===== config.mk =====
export PLATFORM = sky130hd
export DESIGN_NAME = bus_arbiter
export DESIGN_NICKNAME = d
export VERILOG_FILES = /design/src/rtl/bus_arbiter.sv
export SDC_FILE = /design/constraint.sdc
export NUM_CORES = 1
export LEC_CHECK = 0
export CORE_ASPECT_RATIO = 0.9
export CORE_MARGIN = 2
export CORE_UTILIZATION = 39
export DETAILED_ROUTE_END_ITERATION = 10
export PLACE_DENSITY_LB_ADDON = 0.2
export RECOVER_POWER = 100
export SYNTH_ARGS = -nofsm -noshare
export SYNTH_HDL_FRONTEND = slang
export SYNTH_SLANG_ARGS = --single-unit

===== constraint.sdc =====
create_clock -name clk -period 5 [get_ports clk]
set_input_delay 1.25 -clock clk [delete_from_list [all_inputs] [get_ports clk]]
set_output_delay 1.25 -clock clk [all_outputs]
set_load 0.01 [all_outputs]

===== src/rtl/bus_arbiter.sv =====
// bus_arbiter: two-master round-robin arbiter for the serial system bus.
// Grants one master at a time, drives the master-select mux, follows the
// serial handshake to find the end of each transaction and releases the
// grant after one complete transaction or after a bus timeout.
module bus_arbiter #(
  parameter int ADDR_WIDTH = 12,
  parameter int DATA_WIDTH = 8,
  parameter int TIMEOUT    = 64
) (
  input  logic clk,
  input  logic rstn,
  input  logic breq1,
  input  logic breq2,
  output logic bgrant1,
  output logic bgrant2,
  output logic msel,
  input  logic mvalid,
  input  logic smode,
  input  logic svalid,
  output logic bus_busy,
  output logic timeout
);

  typedef enum logic [2:0] {
    IDLE  = 3'd0,
    GRANT = 3'd1,
    ADDR  = 3'd2,
    WDATA = 3'd3,
    RDATA = 3'd4,
    DONE  = 3'd5
  } state_t;

  localparam logic [7:0] AW      = 8'(ADDR_WIDTH);
  localparam logic [7:0] DW      = 8'(DATA_WIDTH);
  localparam logic [7:0] TO_LAST = 8'(TIMEOUT - 2);
  localparam bit         NO_DATA = (DATA_WIDTH == 0);
  localparam bit         ONE_ADDR = (ADDR_WIDTH == 1);

  state_t     state, state_d;
  logic [7:0] bitcnt, bitcnt_d;
  logic [7:0] tocnt, tocnt_d;
  logic       mode_q, mode_d;
  logic       last, last_d;
  logic       msel_d;
  logic       timeout_d;
  logic       pick2;
  logic       strobe;
  logic       in_xfer;
  logic       active_d;

  // Next-state, counter and output-next computation; all outputs are registered.
  always_comb begin
    state_d   = state;
    bitcnt_d  = bitcnt;
    tocnt_d   = '0;
    mode_d    = mode_q;
    last_d    = last;
    msel_d    = msel;
    timeout_d = 1'b0;
    pick2     = 1'b0;
    strobe    = 1'b0;
    in_xfer   = 1'b0;

    case (state)
      IDLE: begin
        if (breq1 || breq2) begin
          // Master 2 wins when alone, or on a tie when master 1 was served last.
          pick2    = breq2 && (!breq1 || !last);
          msel_d   = pick2;
          last_d   = pick2;
          bitcnt_d = '0;
          state_d  = GRANT;
        end
      end
      GRANT: begin
        if (!(msel ? breq2 : breq1)) begin
          state_d = DONE;
        end else if (mvalid) begin
          mode_d = smode;
          if (ONE_ADDR) begin
            bitcnt_d = '0;
            state_d  = NO_DATA ? DONE : (smode ? WDATA : RDATA);
          end else begin
            bitcnt_d = 8'd1;
            state_d  = ADDR;
          end
        end
      end
      ADDR: begin
        in_xfer = 1'b1;
        strobe  = mvalid;
        if (mvalid) begin
          if (bitcnt + 8'd1 == AW) begin
            bitcnt_d = '0;
            state_d  = NO_DATA ? DONE : (mode_q ? WDATA : RDATA);
          end else begin
            bitcnt_d = bitcnt + 8'd1;
          end
        end
      end
      WDATA: begin
        in_xfer = 1'b1;
        strobe  = mvalid;
        if (mvalid) begin
          if (bitcnt + 8'd1 == DW) begin
            bitcnt_d = '0;
            state_d  = DONE;
          end else begin
            bitcnt_d = bitcnt + 8'd1;
          end
        end
      end
      RDATA: begin
        in_xfer = 1'b1;
        strobe  = svalid;
        if (svalid) begin
          if (bitcnt + 8'd1 == DW) begin
            bitcnt_d = '0;
            state_d  = DONE;
          end else begin
            bitcnt_d = bitcnt + 8'd1;
          end
        end
      end
      DONE: begin
        state_d = IDLE;
      end
      default: begin
        state_d = IDLE;
      end
    endcase

    // Idle-gap watchdog: the cycle whose increment would reach TIMEOUT-1 aborts,
    // so DONE (and the timeout pulse) lands in the TIMEOUT-th idle cycle.
    if (in_xfer && !strobe) begin
      if (tocnt == TO_LAST) begin
        timeout_d = 1'b1;
        bitcnt_d  = '0;
        state_d   = DONE;
      end else begin
        tocnt_d = tocnt + 8'd1;
      end
    end

    active_d = (state_d == GRANT) || (state_d == ADDR) ||
               (state_d == WDATA) || (state_d == RDATA);
  end

  // State, counters and registered outputs with synchronous active-low reset.
  always_ff @(posedge clk) begin
    if (!rstn) begin
      state    <= IDLE;
      bitcnt   <= '0;
      tocnt    <= '0;
      mode_q   <= 1'b0;
      last     <= 1'b1;
      msel     <= 1'b0;
      bgrant1  <= 1'b0;
      bgrant2  <= 1'b0;
      bus_busy <= 1'b0;
      timeout  <= 1'b0;
    end else begin
      state    <= state_d;
      bitcnt   <= bitcnt_d;
      tocnt    <= tocnt_d;
      mode_q   <= mode_d;
      last     <= last_d;
      msel     <= msel_d;
      bgrant1  <= active_d & ~msel_d;
      bgrant2  <= active_d & msel_d;
      bus_busy <= active_d;
      timeout  <= timeout_d;
    end
  end

endmodule


==> results of run 1 <==
[layout make-up]
type | instances | area, µm² | area share (%)
Clock buffer | 3 | 41.3 | 2.31
Multi-Input combinational cell | 168 | 1040 | 58.0
Sequential cell | 26 | 520 | 29.1
Tap cell | 48 | 60.1 | 3.36
Inverter | 5 | 18.8 | 1.05
Timing Repair Buffer | 11 | 110 | 6.16
[metal layers]
metal / wire length [µm] / vias to the layer above / GRT usage, %
met5: 0 / - / 0
met4: 16 / 0 / 2.12
met3: 194 / 4 / 3.68
met2: 1600 / 46 / 25.7
met1: 1940 / 725 / 24.6
li1: - / 763 / -
[cell usage after synthesis, types with 2 or more instances]
master and n:
a31o_2 3, nor2_1 22, a21oi_1 12, ha_1 3
o21a_1 2, a21boi_0 3, a32oi_1 3, buf_2 4
xor2_1 7, or3_1 2, or2_2 2, a21o_1 4
xnor2_1 3, nand3_1 12, o211ai_1 3, nand2b_1 3
nor3_1 5, clkbuf_1 7, nand2_1 29, a31oi_1 2
mux2i_1 2, nand3b_1 2, nor2b_1 3, o21ai_0 8
and2_1 2, dfxtp_1 26, a211oi_1 5, o22ai_1 2
inv_1 4, o31ai_1 2, o22a_1 2
[critical path, stage by stage]
cell,delay [ns]
dlygate4sd3_1,0.73
nand2_1,0.08
or3_1,0.37
a21o_1,0.20
a31o_1,0.20
a21o_1,0.21
a211oi_1,0.20
[cells by family (layout without fill, tap and decap cells)]
group | count (synthesis) | after routing | share of synthesized area [%]
buffers and inverters | 16 | 19 | 4.01
DFF | 26 | 26 | 32.1
xor gates and xnor gates | 10 | 10 | 5.40
adders and majority gates | 3 | 3 | 2.31
and+or+nand+nor | 93 | 93 | 28.5
AOI/OAI and AO/OA | 60 | 60 | 26.4
muxes | 2 | 2 | 1.23
[metrics by stage]
stage | utilization [%] | hold WS (ns) | total power, µW | setup WS, ns
finish | 44.2 | 0.496 | 433 | 1.95
global route | 44.2 | 0.544 | 460 | 1.82
CTS | 44.2 | 0.503 | 440 | 1.99
detailed placement | 43.2 | 0.483 | 320 | 1.73
global placement | 43.2 | 0.482 | 320 | 1.78
floorplan | - | 0.453 | 292 | 2.27
[worst min path at each step]
| stage | slack (ns) | cells after the start | to |
|---|---|---|---|
| floorplan | 0.45 | 1 | tocnt[0]$_SDFF_PP0_ |
| global placement | 0.48 | 1 | tocnt[0]$_SDFF_PP0_ |
| detailed placement | 0.48 | 1 | tocnt[0]$_SDFF_PP0_ |
| CTS | 0.50 | 1 | last$_SDFFE_PN1P_ |
| global route | 0.54 | 1 | last$_SDFFE_PN1P_ |
| finish | 0.50 | 1 | last$_SDFFE_PN1P_ |
[power breakdown]
part	switching (µW)	internal (µW)
logic	43.5	37.0
registers	16.5	217
clock network	64.7	54.1
[registers in the layout (all words and copies together) (netlist names)]
register / flops
bitcnt: 8
tocnt: 8
state: 3
bgrant1: 1
bgrant2: 1
bus_busy: 1
last: 1
mode_q: 1
msel: 1
timeout: 1
==> results.py, run 1 <==
metrics = {
    "route": {
        "antenna_violating_nets_post_route": 0,
        "drt-vias-per-instance": 5.89,
        "drt_pass1_iterations": 5,
        "vias": 1538,
        "detail_route.wirelength_um": 3750,
        "remaining_drc_errors": 0,
        "drt-initial-drc-count": 109,
        "avgRoutedWirePerCell_um": 14.4,
    },
    "logic_synthesis": {
        "synth_cells": 210,
        "synth-main-ff-cell": "dfxtp_1",
        "synthDistinctLibCells": 52,
        "synthesis.nets": 220,
        "synth.top_cell.area_share_pct": 32.1,
        "async_reset_ff_share_pct": 0,
        "synth.cell_area_mm2": 0.00162,
        "netlist.top_cell.by_area": "dfxtp_1",
        "synth_seq_area_share_pct": 32.1,
        "synth.avg_cell_area_um2": 7.73,
        "yosysWarnings": 0,
        "synth-edff-count": 0,
        "synth.top_cells.by_area": "dfxtp_1 32%, nand2_1 6.7%, nor2_1 5.1%",
        "postSynthRegisterBits": 26,
    },
    "worst_setup_path": {
        "r2r_start": "bitcnt[0]$_SDFF_PN0_",
        "endpoint": "bgrant2$_SDFF_PN0_",
        "setup.worst_path.class": "primary input to flop",
        "crit_required_ns": 5.19,
        "worstSetupStartpointType": "primary input",
        "rrSetupSlack_ns": 2.68,
        "critical_path.startpoint": "mvalid",
        "crit_arrival_ns": 3.24,
        "crit_fanout": 10,
        "type_of_destination_of_the_critical_path": "flop",
        "r2r_cells": 7,
        "regToRegEndpoint": "bgrant2$_SDFF_PN0_",
    },
    "placed_design": {
        "dp.cells": 258,
        "place.detailed.hpwl_um": 2790,
        "place_area_mm2": 0.00175,
        "port-buffer-count": 11,
        "gp_congestion": 0.833,
    },
    "die": {
        "core_footprint_mm2": 0.00405,
        "initial_utilization_pct": 40.1,
        "io_pins": 12,
        "die-area_mm2": 0.00469,
        "placementRows": 22,
        "die_w_um": 72.0,
        "die_h_um": 65.2,
    },
    "clocking": {
        "cts.repair.resized": 0,
        "cts.repair_timing.setup_buffer_count": 0,
        "tritoncts": "yes",
        "clkLatencyLatePin_ns": 0.27,
        "numCtsBuffers": 3,
        "cts_max_path_buffers": 2,
        "clock_sink_count": 26,
        "clk_pin_slew_worst_setup_hold_paths_ns": 0.09,
        "ctsHtreeMaxLevel": 1,
        "root_driver": "clkbuf_8",
        "post_cts_hold_buffer_count": 0,
    },
    "grt": {
        "grt_pass1_wl_um": 6310,
        "grt_start_max_net_pins": 19,
        "number_of_global_route_vias_before_repair": 1331,
        "grt_remaining_overflow": 0,
        "track_usage_pct": 16.8,
        "initial_antenna_violation_count": 0,
    },
    "finish": {
        "flow.area_growth_from_synthesis_pct": 10.2,
        "insertedDiodeCount": 0,
        "final_net_count": 225,
        "layout.cell_area.non_filler_mm2": 0.00179,
        "layout.cells.most_common_list": "29 x nand2_1, 26 x dfxtp_1, 22 x nor2_1",
        "filler_cells_inserted": 425,
        "final_cells": 261,
        "final_common_cell": "nand2_1",
        "drive_gt1_share_pct": 7.98,
    },
    "sta": {
        "worst_slew_pin_slew_ns": 0.600,
        "grt_setup_unrepaired": "false",
        "setup_viol": 0,
        "worst_slew_margin_rel_pct": 59.9,
        "timing.clock.skew_ns": 0.00160,
        "final-max-slew-violation-count": 0,
        "setup_tns_ns": 0,
        "final.min_clock_period_ns": 3.05,
        "achievable-frequency_mhz": 327,
        "hold_violations": 0,
        "period_share_pct": 61.1,
    },
    "outcome": {
        "status": "finished clean",
    },
    "hold_path": {
        "worst_hold_startpoint": "last$_SDFFE_PN1P_",
        "hp-class": "flop to flop",
    },
    "run": {
        "drv_cap": 0,
    },
    "power": {
        "power_density_mw_per_mm2": 242,
        "power.static_leakage_uw": 0.000628,
        "ir_drop_mv": 0.163,
    },
}
No activity file was read; power rests on OpenSTA's default activity.
==> run 2, diff against run 1 <==
Clock period 5 ns to 3 ns, I/O delays scaled along.
==> run 2 against run 1 <==
Via count fell by 2.1%. Setup slack got worse by 1.5 ns. Clock-buffer cell count did not move. Critical path type unchanged. Critical endpoint unchanged. Largest cell class unchanged.
==> results.py, run 2 (synthesized netlist as in run 1, its figures left out) <==
metrics = {
    "sta": {
        "setup_viol": 0,
        "achievable-frequency_mhz": 390,
        "hold_violations": 0,
        "timing.clock.skew_ns": 0.00844,
        "worst_slew_margin_rel_pct": 59.2,
        "final.min_clock_period_ns": 2.56,
        "grt_setup_unrepaired": "false",
        "worst_slack_ns": 0.435,
        "final-max-slew-violation-count": 0,
        "worst_slew_pin_slew_ns": 0.610,
        "setup_tns_ns": 0,
        "period_share_pct": 85.5,
    },
    "clocking": {
        "root_driver": "clkbuf_8",
        "cts.repair.resized": 0,
        "post_cts_hold_buffer_count": 0,
        "numCtsBuffers": 3,
        "clock_sink_count": 26,
        "tritoncts": "yes",
        "cts.repair_timing.setup_buffer_count": 0,
        "clk_pin_slew_worst_setup_hold_paths_ns": 0.10,
        "cts_max_path_buffers": 2,
        "clkLatencyLatePin_ns": 0.28,
        "ctsHtreeMaxLevel": 1,
    },
    "route": {
        "avgRoutedWirePerCell_um": 14.2,
        "vias": 1505,
        "detail_route.wirelength_um": 3780,
        "remaining_drc_errors": 0,
        "drt-initial-drc-count": 142,
        "drt-vias-per-instance": 5.66,
        "drt_pass1_iterations": 4,
        "antenna_violating_nets_post_route": 0,
    },
    "placed_design": {
        "place.detailed.hpwl_um": 2760,
        "place_area_mm2": 0.00178,
        "gp_congestion": 0.912,
        "pre_cts_slack_ns": 0.236,
        "port-buffer-count": 11,
        "dp.cells": 262,
    },
    "worst_setup_path": {
        "crit_required_ns": 3.19,
        "crit_arrival_ns": 2.75,
        "critical_path.cell_chain": "dlygate4sd3_1 > mux2i_1 > or3_1 > a21o_1 > a31o_1 > a21o_1 > a211oi_1",
        "timing.critical_path.mode_cell": "a21o_1",
        "slowest_delay_ns": 0.62,
        "worstSetupStartpointType": "primary input",
        "type_of_destination_of_the_critical_path": "flop",
        "crit_fanout": 5,
        "setup.worst_path.class": "primary input to flop",
        "cp_slowest_cell": "dlygate4sd3_1",
    },
    "power": {
        "seq_power_share_pct": 46.5,
        "cell_internal_power_dissipation_uw": 608,
        "switching_fraction_of_total_power_pct": 27.1,
        "clock_power_share_pct": 36.3,
        "power_density_mw_per_mm2": 451,
        "switchingPower_uw": 226,
        "power.static_leakage_uw": 0.000663,
        "power.share.combinational_pct": 17.2,
        "ir_drop_mv": 0.244,
    },
    "die": {
        "die_h_um": 65.2,
        "io_pins": 12,
        "placementRows": 22,
        "die_w_um": 72.0,
        "die-area_mm2": 0.00469,
        "initial_utilization_pct": 40.1,
        "core_footprint_mm2": 0.00405,
    },
    "finish": {
        "multi_input_gate_area_mm2": 0.00104,
        "layout.cell_area.non_filler_mm2": 0.00185,
        "insertedDiodeCount": 0,
        "final_cells": 266,
        "filler_cells_inserted": 412,
        "largestRegisters": "bitcnt: 8 flops, tocnt: 8 flops, state: 3 flops",
        "final_common_cell": "nand2_1",
        "flow.area_growth_from_synthesis_pct": 13.9,
        "final_net_count": 229,
        "layout.cells.most_common_list": "29 x nand2_1, 26 x dfxtp_1, 22 x nor2_1",
        "sequential_area_um2": 520,
        "final_core_util_pct": 45.7,
        "drive_gt1_share_pct": 10.1,
    },
    "hold_path": {
        "hp-class": "flop to flop",
    },
    "outcome": {
        "status": "finished clean",
    },
    "grt": {
        "track_usage_pct": 17.0,
        "grt_start_max_net_pins": 19,
        "number_of_global_route_vias_before_repair": 1287,
        "initial_antenna_violation_count": 0,
        "grt_remaining_overflow": 0,
        "grt_pass1_wl_um": 6340,
    },
    "run": {
        "drv_cap": 0,
    },
}
-- run 2: through the flow --
stage | hold WS [ns] | total power, µW
after floorplan | 0.453 | 486
after global placement | 0.483 | 543
after detailed placement | 0.490 | 540
after CTS | 0.506 | 838
after global routing | 0.520 | 869
final | 0.505 | 834
-- run 2: power by group through the flow --
stage | sequential, µW | combinational [µW] | clock, µW
floorplan | 385 | 101 | 0
global placement | 396 | 146 | 0
detailed placement | 395 | 145 | 0
CTS | 387 | 146 | 304
global route | 391 | 158 | 320
finish | 388 | 143 | 303
-- run 2: area by class of cell --
cell class | count | area share (%)
Sequential cell | 26 | 28.2
Clock buffer | 3 | 2.23
Inverter | 5 | 1.02
Tap cell | 48 | 3.25
Multi-Input combinational cell | 168 | 56.1
Clock inverter | 1 | 1.62
Timing Repair Buffer | 15 | 7.58
-- run 2: worst max-delay path, delay by kind of cell --
family	cells	cell delay, ns
AO/OA/AOI/OAI	4	0.81
buffers and inverters	1	0.62
AND/OR/NAND/NOR	1	0.42
multiplexers	1	0.15
-- run 2: path summary, 6_finish.rpt --
kind | from | endpoint | slack (ns) | cells past startpoint
setup / recovery | breq2 | bgrant2$_SDFF_PN0_ | 0.44 | 7
hold / removal | last$_SDFFE_PN1P_ | last$_SDFFE_PN1P_ | 0.51 | 1
setup reg to reg | bitcnt[0]$_SDFF_PN0_ | bgrant2$_SDFF_PN0_ | 0.71 | 7
hold reg to reg | last$_SDFFE_PN1P_ | last$_SDFFE_PN1P_ | 0.51 | 1
-- run 2: routing by layer --
layer  GRT usage (%)  part of all wire (%)  vias up
met3            2.76                   7.6        4
met5               0                     0        -
met1            27.3                    51      665
li1                -                     -      767
met4            4.25                   1.1        0
met2            22.9                    40       69
